==> config.mk <==
export PLATFORM = sky130hd
export DESIGN_NAME = vga_timing_gen
export DESIGN_NICKNAME = d
export VERILOG_FILES = /design/src/rtl/vga_timing_gen.sv
export SDC_FILE = /design/constraint.sdc
export NUM_CORES = 1
export LEC_CHECK = 0
export CAP_MARGIN = 20
export CORE_MARGIN = 2
export CORE_UTILIZATION = 42
export DETAILED_ROUTE_END_ITERATION = 10
export GPL_TIMING_DRIVEN = 0
export PLACE_DENSITY = 0.67
export RECOVER_POWER = 50
export SETUP_SLACK_MARGIN = 0.3
export SLEW_MARGIN = 5
export SYNTH_ARGS = -nofsm -noshare
export SYNTH_HDL_FRONTEND = slang
export SYNTH_SLANG_ARGS = --single-unit
==> constraint.sdc <==
create_clock -name clk -period 1.7 [get_ports clk]
set_input_delay 0.34 -clock clk [delete_from_list [all_inputs] [get_ports clk]]
set_output_delay 0.34 -clock clk [all_outputs]
set_load 0.005 [all_outputs]
==> src/rtl/vga_timing_gen.sv <==
// Raster timing generator: pixel/line counters with sync, blank and line/frame strobes.
// Latency: vga_x/vga_y/pulses are registered; hs/vs/blank lag the counters by PIPE_DLY enabled cycles.
// Backpressure: none; en low freezes counters, frame count and delay pipeline.
module vga_timing_gen #(
    parameter int H_VISIBLE = 1024,
    parameter int H_FRONT   = 24,
    parameter int H_SYNC    = 136,
    parameter int H_BACK    = 160,
    parameter int V_VISIBLE = 768,
    parameter int V_FRONT   = 3,
    parameter int V_SYNC    = 6,
    parameter int V_BACK    = 29,
    parameter bit HS_POL    = 1'b0,
    parameter bit VS_POL    = 1'b0,
    parameter int CNT_W     = 12,
    parameter int PIPE_DLY  = 2
) (
    input  logic             clk,
    input  logic             reset,
    input  logic             en,
    output logic [CNT_W-1:0] vga_x,
    output logic [CNT_W-1:0] vga_y,
    output logic             vga_hs,
    output logic             vga_vs,
    output logic             vga_blank,
    output logic             vga_clk,
    output logic             line_start,
    output logic             frame_start,
    output logic [15:0]      frame_count
);

    localparam int H_TOTAL = H_VISIBLE + H_FRONT + H_SYNC + H_BACK;
    localparam int V_TOTAL = V_VISIBLE + V_FRONT + V_SYNC + V_BACK;

    localparam logic [CNT_W-1:0] H_LAST   = CNT_W'(H_TOTAL - 1);
    localparam logic [CNT_W-1:0] V_LAST   = CNT_W'(V_TOTAL - 1);
    localparam logic [CNT_W-1:0] H_VIS    = CNT_W'(H_VISIBLE);
    localparam logic [CNT_W-1:0] V_VIS    = CNT_W'(V_VISIBLE);
    localparam logic [CNT_W-1:0] HS_START = CNT_W'(H_VISIBLE + H_FRONT);
    localparam logic [CNT_W-1:0] HS_END   = CNT_W'(H_VISIBLE + H_FRONT + H_SYNC);
    localparam logic [CNT_W-1:0] VS_START = CNT_W'(V_VISIBLE + V_FRONT);
    localparam logic [CNT_W-1:0] VS_END   = CNT_W'(V_VISIBLE + V_FRONT + V_SYNC);

    logic hs_lvl;
    logic vs_lvl;
    logic blank_raw;

    assign vga_clk = clk;

    always_ff @(posedge clk or negedge reset) begin
        if (!reset) begin
            vga_x       <= '0;
            vga_y       <= '0;
            line_start  <= 1'b0;
            frame_start <= 1'b0;
            frame_count <= 16'd0;
        end else begin
            line_start  <= 1'b0;
            frame_start <= 1'b0;
            if (en) begin
                if (vga_x == H_LAST) begin
                    vga_x      <= '0;
                    line_start <= 1'b1;
                    if (vga_y == V_LAST) begin
                        vga_y       <= '0;
                        frame_start <= 1'b1;
                        frame_count <= frame_count + 16'd1;
                    end else begin
                        vga_y <= vga_y + CNT_W'(1);
                    end
                end else begin
                    vga_x <= vga_x + CNT_W'(1);
                end
            end
        end
    end

    // Polarity is folded in here so the delay line carries final output levels.
    // vs only depends on vga_y, so it naturally switches at the start of a line.
    assign hs_lvl    = ((vga_x >= HS_START) && (vga_x < HS_END)) ? HS_POL : ~HS_POL;
    assign vs_lvl    = ((vga_y >= VS_START) && (vga_y < VS_END)) ? VS_POL : ~VS_POL;
    assign blank_raw = (vga_x < H_VIS) && (vga_y < V_VIS);

    generate
        if (PIPE_DLY == 0) begin : g_comb
            assign vga_hs    = hs_lvl;
            assign vga_vs    = vs_lvl;
            assign vga_blank = blank_raw;
        end else begin : g_pipe
            logic [PIPE_DLY-1:0] hs_sr;
            logic [PIPE_DLY-1:0] vs_sr;
            logic [PIPE_DLY-1:0] bl_sr;

            always_ff @(posedge clk or negedge reset) begin
                if (!reset) begin
                    hs_sr <= {PIPE_DLY{~HS_POL}};
                    vs_sr <= {PIPE_DLY{~VS_POL}};
                    bl_sr <= '0;
                end else if (en) begin
                    hs_sr <= (hs_sr << 1) | PIPE_DLY'(hs_lvl);
                    vs_sr <= (vs_sr << 1) | PIPE_DLY'(vs_lvl);
                    bl_sr <= (bl_sr << 1) | PIPE_DLY'(blank_raw);
                end
            end

            assign vga_hs    = hs_sr[PIPE_DLY-1];
            assign vga_vs    = vs_sr[PIPE_DLY-1];
            assign vga_blank = bl_sr[PIPE_DLY-1];
        end
    endgenerate

endmodule

==> key figures, run 1 <==
Run status
  – Status: finished, violations left
  – Failing checks: setup timing

Place
  – Buffers on Ports: 47
  – DP Cell Count: 360
  – Dpl ws: -0.171 ns
  – Routability cong.: 0.795
  – DP HPWL: 3930 um

Detailed routing
  – DR iter-0 viols: 149
  – ANT nets after route: 0
  – Via density: 5.41
  – Via count: 2560
  – DRC Markers: 0
  – Drt total wl: 8640 um
  – Per-cell routed wire length: 18.3 um
  – First-pass DRT Iterations: 4

Setup path
  – CP top delay family: simple AND/OR/NAND/NOR gates
  – Startpoint types: flip-flop
  – Crit Path Max Fanout: 5
  – Crit path buffers/inverters: 2
  – Setup CP Type: flip-flop to flip-flop
  – Reg2reg path depth: 6
  – CP Capture Type: flip-flop
  – Critical path cell sequence: buf_6 > nor3b_4 > nand4_4 > clkbuf_16 > nor4b_1 > a211o_1
  – CP required: 2.04 ns
  – CP peak stage delay: 0.40 ns
  – Arr. time, crit path: 2.21 ns
  – Reg-to-reg setup timing slack: -0.17 ns
  – Stages on the worst setup path: 6
  – CP max-delay cell: dfrtp_1

Hold path
  – Hold Path Class: input pin to flip-flop
  – WHS Path Cells: 3

Global routing
  – Largest net degree at the start of global routing: 28
  – Total global routing overflow: 0
  – First-pass GRT wire length: 11600 um
  – Number of global-route vias before repair: 2354
  – Total GRT Usage: 23.3%
  – Initial antenna violation count: 0

Timing
  – Fmax: 0.533 GHz
  – Final setup fails: 18
  – Period Utilization, post-route: 110%
  – Max-slew headroom: 62.3%
  – Final hold vios: 0
  – Slew @ Worst Pin: 0.566 ns
  – Fin crit period: 1.87 ns
  – RSZ-0062 raised after global routing: true
  – Pins over their slew limit: 0
  – Clock Skews: 0.0137 ns
  – Fin worst setup slack: -0.175 ns
  – Fin Setup TNS: -1.37 ns

Cells and area
  – # diodes: 0
  – Syn-to-layout area delta: 81.5%
  – Share of layout cells above drive strength 1: 59.3%
  – Fill cells: 349
  – Post-layout nets: 406
  – Non-Filler Instances: 473

Logic synthesis
  – Cell count after synthesis: 237
  – Primary FF master, synth: dfrtp_1
  – Post-synth EDFFs: 0
  – Ys Warns: 0
  – Sequential area share after synthesis: 47.6%
  – Async set-reset flop share out of synthesis: 100%
  – Syn Nets: 246
  – Yosys cell types: 45
  – #FFs+latches synth: 48
  – Mapped Area: 0.00254 mm2
  – Syn avg cell area: 10.7 um2

Floorplan
  – Die X: 81.7 um
  – Site row count: 28
  – Effective utilization at floorplan: 43.1%
  – I/O pin count: 49
  – Die Y: 81.7 um
  – Die area: 0.00668 mm2
  – Core area: 0.00589 mm2

Flow run
  – Max-Cap Viols: 0

Power and ir drop
  – Pwr dens: 673 mW/mm2
  – VDD IR-drop max: 0.000863 V
  – Static leakage: 0.00234 uW

Clock network
  – Worst skew pair latency: 0.41 ns
  – CTS tree: done
  – Clock transition at the registers of the reported paths: 0.09 ns
-- cells in the final DEF (no fill, tap or decap), types with 3 or more instances in the layout --
cell type	count
buf_12	3
mux2i_1	5
dfrtp_1	27
clkbuf_8	8
dfrtp_2	17
buf_6	65
nor2_1	4
nor3_4	5
xnor2_1	8
nand4_1	12
buf_4	61
buf_2	7
a21oi_2	4
nor4_4	7
and4_1	5
inv_1	9
clkbuf_2	3
and3_1	4
nand3_1	11
nand2_1	15
a21oi_1	3
dfstp_2	4
nand3_2	3
inv_2	3
mux2_2	3
xor2_1	14
clkdlybuf4s15_1	14
o21ai_0	5
buf_8	4
nor3_2	5
o21ai_1	6
ha_4	3
-- worst min-delay path: stages --
cell	delay [ns]
buf_2	0.16
nand2_1	0.11
xnor2_1	0.08
-- sequential cells by signal, summed over array words and instances (netlist names) --
name and cells:
g_pipe.hs_sr 2, vga_y 12, line_start 1, vga_x 12, frame_count 16, g_pipe.vs_sr 2, g_pipe.bl_sr 2, frame_start 1
-- repair_timing --
| item | in CTS | in global routing |
|---|---|---|
| gates resized for setup | 228 | 78 |
| gates cloned | 2 | 0 |
| setup buffers | 80 | 19 |
| hold endpoints to repair | 19 | 0 |
| hold buffers | 1 | 0 |
| pin swaps | 24 | 26 |
| setup endpoints to repair | 79 | 73 |
-- per-layer routing --
layer / up-vias / track usage [%] / wire (um)
li1: 1166 / - / -
met1: 1285 / 30.2 / 3450
met2: 86 / 37.8 / 4530
met3: 23 / 4.51 / 409
met4: 0 / 10.5 / 245
met5: - / 0 / 0
-- synthesized netlist by cell type (2+ instances only) --
library cell | n | area, um2
and4_1 | 6 | 52.6
and3_1 | 5 | 31.3
nand2_1 | 17 | 63.8
o31ai_1 | 2 | 15.0
buf_6 | 2 | 22.5
or3_1 | 2 | 12.5
a21oi_1 | 7 | 35.0
xnor2_1 | 10 | 87.6
o21ai_0 | 12 | 60.1
nor2b_1 | 2 | 12.5
buf_2 | 4 | 20.0
dfrtp_1 | 44 | 1100
a21o_1 | 2 | 15.0
mux2_2 | 4 | 45.0
inv_1 | 14 | 52.6
buf_4 | 3 | 22.5
nor4_4 | 2 | 42.5
clkbuf_1 | 2 | 7.51
ha_1 | 6 | 75.1
nor3b_4 | 2 | 37.5
mux2i_1 | 5 | 50.1
xor2_1 | 14 | 123
dfstp_2 | 4 | 105
nand4_1 | 12 | 75.1
nor2_1 | 7 | 26.3
nor3_1 | 12 | 60.1
nor4_2 | 4 | 50.1
nand3_1 | 14 | 70.1
-- stage by stage --
stage / utilization [%] / total power (uW) / instance area, um2 / hold slack [ns]
2_1_floorplan: - / 1470 / 2630 / 0.0444
3_3_place_gp: 54.2 / 1700 / 3190 / 0.459
3_5_place_dp: 54.5 / 1710 / 3210 / 0.352
4_1_cts: 71.3 / 2880 / 4200 / 0.269
5_1_grt: 78.2 / 3230 / 4600 / 0.329
6_report: 78.2 / 3100 / 4600 / 0.334
-- where the power goes --
group | total (uW) | leakage (uW) | switching (uW) | internal (uW)
combinational | 732 | 0.00166 | 323 | 409
clock | 1090 | 0.0000813 | 458 | 627
sequential | 1280 | 0.000595 | 68.4 | 1210
-- path summary, 6_finish.rpt --
kind / from / end
worst min-delay path: en / vga_x[2]
min in group asynchronous: reset / frame_count[4]
worst max-delay path: vga_x[6] / vga_y[9]
max in group asynchronous: reset / g_pipe.vs_sr[0]
worst min register to register: g_pipe.hs_sr[0] / g_pipe.hs_sr[0]
worst max register to register: vga_x[6] / vga_y[9]
-- cell type report --
type | instances | area [um2] | area share (%)
well taps | 75 | 93.8 | 2.04
repair buffers | 149 | 1410 | 30.7
clock buffers | 11 | 145 | 3.15
inverters | 14 | 57.6 | 1.25
plain buffers | 12 | 134 | 2.91
multi-input cells | 163 | 1530 | 33.1
flip-flops and latches | 48 | 1230 | 26.7
clock inverters | 1 | 7.51 | 0.163
-- logic make-up after synthesis --
| group | count (synthesis) | synth area share (%) |
|---|---|---|
| and+or+nand+nor | 96 | 25.9 |
| DFF | 48 | 47.6 |
| AOI/OAI and AO/OA | 28 | 6.51 |
| buffers and inverters | 26 | 5.08 |
| xor gates and xnor gates | 24 | 8.29 |
| muxes | 9 | 3.75 |
| adders and majority gates | 6 | 2.96 |
Power figures use the tool's default switching activity.
==> inputs of run 2 (changes only) <==
CTS_BUF_LIST = sky130_fd_sc_hd__clkbuf_8   (was unset)
==> run 2 against run 1 <==
Net effect: highest routed layer unchanged; the flow still finishes with violations (setup timing); first-iteration DRC count down 6.0%; core utilization down 2.1 points; cell count down 1.5%; sequential cell count unchanged; sequential power about the same; clock power about the same; combinational power down 12%; non-clock buffer count down 7.
==> key figures, run 2 (synthesized netlist as in run 1, its figures left out) <==
Floorplan
  – Site row count: 28 (unchanged)
  – Die area: 0.00668 mm2 (unchanged)
  – Core area: 0.00589 mm2 (unchanged)
  – Die Y: 81.7 um (unchanged)
  – I/O pin count: 49 (unchanged)
  – Die X: 81.7 um (unchanged)
  – Effective utilization at floorplan: 43.1% (unchanged)

Cells and area
  – Top Registers: frame_count (16), vga_x (12), vga_y (12)
  – Syn-to-layout area delta: 76.7%
  – Post-layout nets: 399 (-1.7%)
  – Share of layout cells above drive strength 1: 57.3% (-2.0 points)
  – Commonest cells after routing, fill and taps aside: buf_6, buf_4, dfrtp_1, dfrtp_2, nand2_1
  – # diodes: 0 (unchanged)
  – Most common cell after layout, fill and taps aside: buf_6
  – Top reg by flops: frame_count
  – Max reg flops: 16 (unchanged)
  – Design Area, Final: 0.00448 mm2 (-2.7%)

Setup path
  – Startpoint types: flip-flop
  – Crit path buffers/inverters: 2 (unchanged)
  – CP top delay family: simple AND/OR/NAND/NOR gates
  – CP required: 2.03 ns (about the same)
  – Critical path cell sequence: buf_6 > nor3b_4 > nand4_4 > buf_12 > or3_4 > a21oi_2
  – Crit Path Max Fanout: 5 (unchanged)
  – Arr. time, crit path: 2.15 ns (-0.06 ns)
  – CP peak stage delay: 0.41 ns (about the same)
  – CP max-delay cell: dfrtp_1
  – Setup CP Type: flip-flop to flip-flop
  – CP Capture Type: flip-flop

Timing
  – Final hold vios: 0 (unchanged)
  – Max-slew headroom: 62.4% (+0.13 points)
  – RSZ-0062 raised after global routing: true
  – Fin crit period: 1.82 ns (-0.0502 ns)
  – Slew @ Worst Pin: 0.564 ns (-0.00193 ns)
  – Period Utilization, post-route: 107% (-3.0 points)
  – Clock Skews: 0.0203 ns (+0.00663 ns)
  – Fmax: 0.548 GHz (+2.8%)
  – Final setup fails: 19 (+1)
  – Pins over their slew limit: 0 (unchanged)
  – Fin Setup TNS: -1.19 ns (+0.175 ns)
  – Fin worst setup slack: -0.124 ns (+0.0502 ns)

Run status
  – Status: finished, violations left
  – Failing checks: setup timing

Flow run
  – Max-Cap Viols: 0 (unchanged)

Detailed routing
  – DRC Markers: 0 (unchanged)
  – Drt total wl: 7900 um (-8.5%)
  – DR iter-0 viols: 140 (-6.0%)
  – First-pass DRT Iterations: 4 (unchanged)
  – ANT nets after route: 0 (unchanged)
  – Per-cell routed wire length: 17.0 um (-7.1%)
  – Via count: 2522 (-1.5%)
  – Via density: 5.41 (about the same)

Clock network
  – Worst skew pair latency: 0.42 ns (about the same)
  – Clock transition at the registers of the reported paths: 0.09 ns (about the same)
  – CTS tree: done

Global routing
  – Number of global-route vias before repair: 2379 (+1.1%)
  – Initial antenna violation count: 0 (unchanged)
  – Total GRT Usage: 23.5% (+0.19 points)
  – First-pass GRT wire length: 11700 um (+1.2%)
  – Total global routing overflow: 0 (unchanged)
  – Largest net degree at the start of global routing: 28 (unchanged)

Power and ir drop
  – Static leakage: 0.00226 uW (-3.3%)
  – VDD IR-drop max: 0.000847 V (-1.8%)
  – Pwr dens: 671 mW/mm2 (-0.27%)
  – Pwr Total: 3010 uW (-2.9%)

Place
  – DP HPWL: 3930 um (unchanged)
  – Buffers on Ports: 47 (unchanged)
  – Routability cong.: 0.795 (unchanged)
  – Area after DPL: 0.00321 mm2 (unchanged)

Hold path
  – Hold Path Class: input pin to flip-flop
## run 2: power by group
group          internal (uW)  switching (uW)
logic                    366             275
clock network            621             463
registers               1210            69.5
total                   2200             808
## run 2: path summary, 6_finish.rpt
kind                            startpoint         endpoint  depth (start not counted)  slack, ns
min                                     en         vga_x[2]                          3       0.28
min reg2reg                g_pipe.hs_sr[0]  g_pipe.hs_sr[0]                          2       0.49
max                               vga_x[6]         vga_y[3]                          6      -0.12
max in group asynchronous            reset  g_pipe.vs_sr[0]                          3       0.64
max reg2reg                       vga_x[6]         vga_y[3]                          6      -0.12
min in group asynchronous            reset   frame_count[4]                          2       0.44
## run 2: per-layer routing
layer | track usage [%] | share of wire [%] | vias to the layer above
li1 | - | - | 1155
met1 | 30.3 | 41 | 1272
met2 | 38.6 | 53 | 84
met3 | 4.51 | 4.8 | 11
met4 | 10.0 | 1.9 | 0
met5 | 0 | 0 | -
## run 2: what timing repair did
action	4_1_cts	5_1_grt
cloned	2	0
endpoints found under the setup margin	79	76
endpoints found under the hold margin	19	0
hold buffers	1	0
pin swaps	24	19
setup buffers	79	13
gates resized for setup	228	70
## run 2: layout make-up
type	count	area, um2
clock buffer	10	141
clock inverter	2	11.3
inverter	14	52.6
multi-input combinational	163	1470
buffer	12	135
fill	376	1400
tap	75	93.8
sequential	48	1230
timing repair buffer	142	1350
## run 2: tightest hold or removal path: cells and delay by family
kind,cells,cell delay [ns]
xor gates and xnor gates,1,0.06
buffers and inverters,1,0.16
and+or+nand+nor,1,0.09
## run 2: metrics by stage
step                hold slack (ns)  util [%]  setup WS (ns)  instances
global route                  0.294      76.1         -0.189        466
floorplan                    0.0444         -         0.0547        237
detailed placement            0.352      54.5         -0.171        360
finish                        0.277      76.1         -0.124        466
global placement              0.459      54.2          -1.17        359
CTS                           0.269      71.2        -0.0514        453
